[config.mk]
export PLATFORM = sky130hd
export DESIGN_NAME = router_port_rx
export DESIGN_NICKNAME = d
export VERILOG_FILES = /design/src/rtl/router_port_rx.sv
export SDC_FILE = /design/constraint.sdc
export NUM_CORES = 1
export LEC_CHECK = 0
export ABC_AREA = 1
export BUFFER_PORTS_ARGS = -buffer_cell sky130_fd_sc_hd__buf_2
export CORE_UTILIZATION = 40
export DETAILED_ROUTE_END_ITERATION = 16
export SYNTH_ARGS = -nofsm -noshare
export SYNTH_HDL_FRONTEND = slang
export SYNTH_SLANG_ARGS = --single-unit
[constraint.sdc]
create_clock -name clock -period 2.06 [get_ports clock]
set_clock_uncertainty 0.1 [all_clocks]
set_input_delay 0 -clock clock [delete_from_list [all_inputs] [get_ports clock]]
set_output_delay 0 -clock clock [all_outputs]
set_load 0.02 [all_outputs]
[src/rtl/router_port_rx.sv]
// Serial-to-byte receiver for a router output port: rebuilds LSB-first bytes and queues them in a FIFO.
// Optional ROUTER_RX_ERR_CHK_EN adds err_frame/err_cnt framing-error reporting.
module router_port_rx #(
  parameter int unsigned BYTE_W     = 8,
  parameter int unsigned FIFO_DEPTH = 16
) (
  input  logic              clock,
  input  logic              reset_n,
  input  logic              din,
  input  logic              valid_n,
  input  logic              frame_n,
  output logic [BYTE_W-1:0] byte_data,
  output logic              byte_last,
  output logic              byte_valid,
  input  logic              byte_ready,
  output logic              pkt_done,
  output logic              overflow
`ifdef ROUTER_RX_ERR_CHK_EN
  ,
  output logic              err_frame,
  output logic [7:0]        err_cnt
`endif
);

  localparam int unsigned CNT_W = (BYTE_W > 1) ? $clog2(BYTE_W) : 1;
  localparam int unsigned PTR_W = $clog2(FIFO_DEPTH);
  localparam logic [CNT_W-1:0] LAST_BIT = CNT_W'(BYTE_W - 1);

  typedef enum logic [1:0] {SYNC, IDLE, RECV} state_t;

  state_t            state, next_state;
  logic [CNT_W-1:0]  bit_cnt;
  logic [BYTE_W-1:0] shreg, word;
  logic              capture, end_evt, byte_done;

  logic [BYTE_W:0]   mem [FIFO_DEPTH];
  logic [PTR_W:0]    wr_ptr, rd_ptr;
  logic              fifo_empty, fifo_full, push, pop;

  always_ff @(posedge clock or negedge reset_n) begin
    if (!reset_n) state <= SYNC;
    else          state <= next_state;
  end

  // end_evt covers both a final captured bit and an abort (frame_n high with no valid bit)
  always_comb begin
    next_state = state;
    capture    = 1'b0;
    end_evt    = 1'b0;
    case (state)
      SYNC: if (frame_n) next_state = IDLE;
      IDLE: if (!frame_n) begin
        next_state = RECV;
        capture    = !valid_n;
      end
      RECV: begin
        if (!valid_n) capture = 1'b1;
        if (frame_n) begin
          end_evt    = 1'b1;
          next_state = IDLE;
        end
      end
      default: next_state = SYNC;
    endcase
  end

  assign byte_done = capture && (bit_cnt == LAST_BIT);

  always_comb begin
    word          = shreg;
    word[bit_cnt] = din;
  end

  always_ff @(posedge clock or negedge reset_n) begin
    if (!reset_n) begin
      bit_cnt  <= '0;
      shreg    <= '0;
      pkt_done <= 1'b0;
    end else begin
      pkt_done <= end_evt;
      if (capture) shreg[bit_cnt] <= din;
      if (byte_done || end_evt) bit_cnt <= '0;
      else if (capture)         bit_cnt <= bit_cnt + 1'b1;
    end
  end

  // Extra pointer MSB distinguishes full from empty when the index bits match
  assign fifo_empty = (wr_ptr == rd_ptr);
  assign fifo_full  = (wr_ptr[PTR_W] != rd_ptr[PTR_W]) &&
                      (wr_ptr[PTR_W-1:0] == rd_ptr[PTR_W-1:0]);
  assign pop        = !fifo_empty && byte_ready;
  assign push       = byte_done && (!fifo_full || pop);

  always_ff @(posedge clock) begin
    if (push) mem[wr_ptr[PTR_W-1:0]] <= {frame_n, word};
  end

  always_ff @(posedge clock or negedge reset_n) begin
    if (!reset_n) begin
      wr_ptr   <= '0;
      rd_ptr   <= '0;
      overflow <= 1'b0;
    end else begin
      if (push) wr_ptr <= wr_ptr + 1'b1;
      if (pop)  rd_ptr <= rd_ptr + 1'b1;
      if (byte_done && fifo_full && !pop) overflow <= 1'b1;
    end
  end

  assign byte_valid = !fifo_empty;
  assign {byte_last, byte_data} = fifo_empty ? '0 : mem[rd_ptr[PTR_W-1:0]];

`ifdef ROUTER_RX_ERR_CHK_EN
  logic err_evt;

  // Truncated end or abort (end without a completed byte), or a stray bit while idle
  assign err_evt = (end_evt && !byte_done) ||
                   ((state == IDLE) && frame_n && !valid_n);

  always_ff @(posedge clock or negedge reset_n) begin
    if (!reset_n) begin
      err_frame <= 1'b0;
      err_cnt   <= '0;
    end else begin
      err_frame <= err_evt;
      if (err_evt && (err_cnt != 8'hFF)) err_cnt <= err_cnt + 8'd1;
    end
  end
`endif

endmodule
==> run_results.csv <==
group,metric,value,unit
run_status,status,"finished clean",
timing,fin_tns_setup,0,ns
critical_path,cp_slowest_stage_delay,0.48,ns
critical_path,cp_cell_sequence,"buf_12, clkbuf_16, nand2_1, nand3_1, nand2_1, nand2_1, nand2_1, inv_1, a21oi_2, buf_4",
cts,cts_buffers,17,
yosys,syn_area_per_cell,9.557,sq um
critical_path,slowest_stage,"dfrtp_2",
min_path,hold_class,"input pin to asynchronous set/reset pin",
yosys,yosys_warnings,0,
place,dp_slack,0.03741,ns
layout,nNetsFinal,911,
yosys,syn-num-nets,834,
cts,clk_path_buf_depth,2,
grt,grt_max_degree,33,
layout,fillers,1665,
timing,setup_ws,0.0004816,ns
yosys,synthCells,816,
layout,multi_input_area,2490,sq um
drt,via_per_inst,4.785,
grt,grt_util_all_layers,20.36,%
grt,grt_overflow,0,
drt,ant_nets,0,
drt,drc,0,
timing,final-setup-viol-count,0,
critical_path,setup.worst_path.class,"flop to output port",
yosys,async_reset_ff_share,14.79,%
power_and_ir_drop,p_per_area,1345,nW/um^2
yosys,synth_top_area_share,55.45,%
critical_path,worst-path-buf-inv,4,
drt,drtIter0Drc,359,
cts,path_clk_slew,0.06,ns
critical_path,crit_required,1.96,ns
yosys,syn-cell-area,7799,sq um
yosys,yosysSeqAreaShare,63.47,%
timing,fmax,0.4856,GHz
layout,area_growth,27.58,%
timing,tightestPinTransition,0.5928,ns
place,dp_hpwl,11850,um
critical_path,crit_path_frequent_cell,"nand2_1",
yosys,synth_edf_count,144,
cts,cts_root_buffer,"clkbuf_16",
layout,diodes,0,
timing,slew_headroom,60.48,%
power_and_ir_drop,p_leak,4.327,nW
drt,totalWireLength,19690,um
layout,final_core_util,52.66,%
timing,fin_crit_sh,99.98,%
place,dpl.cell_count,1105,
power_and_ir_drop,finalPower,13.38,mW
power_and_ir_drop,ir_worst_vdd,976.7,uV
grt,grt_first_pass_wirelength,29660,um
place,gp_congestion,0.8129,
floorplan,die_x,141.6,um
timing,hold_viol,0,
place,io_buffers,17,
yosys,synth_ff_type,"edfxtp_1",
floorplan,io_pins,18,
layout,layout-drive-gt1-share,19.76,%
floorplan,core_area,18890,sq um
layout,seq_area,4951,sq um
critical_path,critPathMaxFanout,8,
critical_path,worstPathArrival,1.96,ns
critical_path,cp-startpoint,"rd_ptr[0]",
yosys,yosysMostFrequentCell,"nand2_1",
cts,clk_latency,0.42,ns
floorplan,rows,50,
drt,wire_per_inst,16.88,um
grt,antenna_found_initial,0,
floorplan,fp.dieH,141.6,um
job,cap_violations,0,
critical_path,r2r-start,"state[1]",
yosys,synth_area_leaders,"edfxtp_1 55%, nand2_1 15%, dfrtp_1 8.0%, nand3_1 6.2%, inv_1 5.6%",
critical_path,endpoint_kind,"output port",
timing,drv_slew,0,
grt,grt_pass1_vias,5322,
yosys,yosysTopAreaCell,"edfxtp_1",
timing,fin_crit,2.060,ns
drt,num_vias,5579,
critical_path,critPathLaunchType,"flop",
yosys,yosys-top-cells-count,"314 x nand2_1, 144 x edfxtp_1, 117 x inv_1",
cts,htree_levels,4,
yosys,synth-seq-cells,169,
drt,drt-pass1-iter-count,5,
floorplan,initial_core_util,41.28,%
cts,clkSinkCount,169,
critical_path,critPathTopFamily,"buffers and inverters",
layout,finalNonFillerCells,1166,
floorplan,die_area,20060,sq um
timing,rsz0062_at_grt,"true",
yosys,ys_types,29,
cts,cts_tree,"yes",
[kinds of logic (layout without fill, tap and decap cells)]
group,after synthesis,after routing,share of synthesized area [%]
AOI/OAI and AO/OA,26,26,1.781
DFF,169,169,63.47
adders and majority gates,12,12,1.925
xor gates and xnor gates,11,11,1.235
and+or+nand+nor,443,444,23.46
buffers and inverters,155,244,8.134
[metal layers]
| metal | track usage (%) | wire [um] |
|---|---|---|
| met1 | 27.30 | 8685 |
| met2 | 33.39 | 9521 |
| met3 | 3.307 | 986 |
| met4 | 7.527 | 493 |
| met5 | 0 | 0 |
[worst paths after layout]
| check | to | slack [ns] | depth (start not counted) |
|---|---|---|---|
| max in group asynchronous | rd_ptr[0] | 1.42 | 2 |
| min reg2reg | shreg[4] | 0.39 | 2 |
| max | byte_data[3] | 0.0005 | 10 |
| min in group clock | mem[6][8] | 0.03 | 2 |
| max reg2reg | mem[14][2] | 0.06 | 10 |
| min | bit_cnt[1] | 0.01 | 2 |
[area by class of cell]
cell class	count	area share, %
timing repair buffer	84	10.49
clock inverter	14	1.962
inverter	126	5.055
clock buffer	18	4.313
multi-input combinational	493	25.03
timing repair inverter	2	0.1258
tap	260	3.270
sequential	169	49.76
[sequential cells by signal (all words and copies together), names as in the netlist]
name,flops
state,2
mem,144
bit_cnt,3
shreg,8
overflow,1
rd_ptr,5
pkt_done,1
wr_ptr,5
[worst register-to-register path, delay by kind of cell, from the launching register on]
kind	cells	cell delay, ns
compound gates	1	0.07
buf+inv	4	0.42
flops	1	0.39
simple gates	4	0.49
fa+ha+maj	1	0.26
[cells in the final DEF, fill, tap and decap left out, types with 3 or more instances in the layout]
cell type      instances
dfrtp_1               24
clkbuf_16             22
bufinv_16              4
nand2_2                6
buf_16                 3
clkinvlp_4             6
nand2_1              307
buf_4                 33
ha_1                  11
a21oi_2                6
buf_2                  7
buf_12                17
nor2_1                 5
nand2_4                3
buf_6                 14
xnor2_1                3
edfxtp_1             144
inv_6                  5
nor2_2                 5
inv_4                  3
o21ai_1                7
nand3_1               86
xor2_1                 7
o21ai_0                7
nor2_4                17
inv_1                114
dlygate4sd3_1          4
nand3_2               10
inv_2                  5
[timing repair]
action                                  in CTS  in global routing
gates cloned                                 3                 10
gates resized for setup                     31                 70
endpoints found under the setup margin       9                154
hold buffers                                 4                  0
pin swaps                                    5                 14
setup buffers                                5                  8
endpoints found under the hold margin       40                  0
[report_power, final]
group	total, mW	switching [mW]	leakage, nW	internal [mW]
Combinational	5.64	3.49	2.39	2.14
Clock	3.37	1.33	0.294	2.04
Sequential	4.38	0.137	1.65	4.24
[stage by stage]
step	hold slack, ns	cell area [sq um]
after floorplan	-0.3956	7849
after global placement	-0.06407	8582
after detailed placement	-0.06770	8582
after CTS	0.005927	9482
after global routing	0.02444	9950
final	0.01462	9950
(Power assumes the default switching activity.)
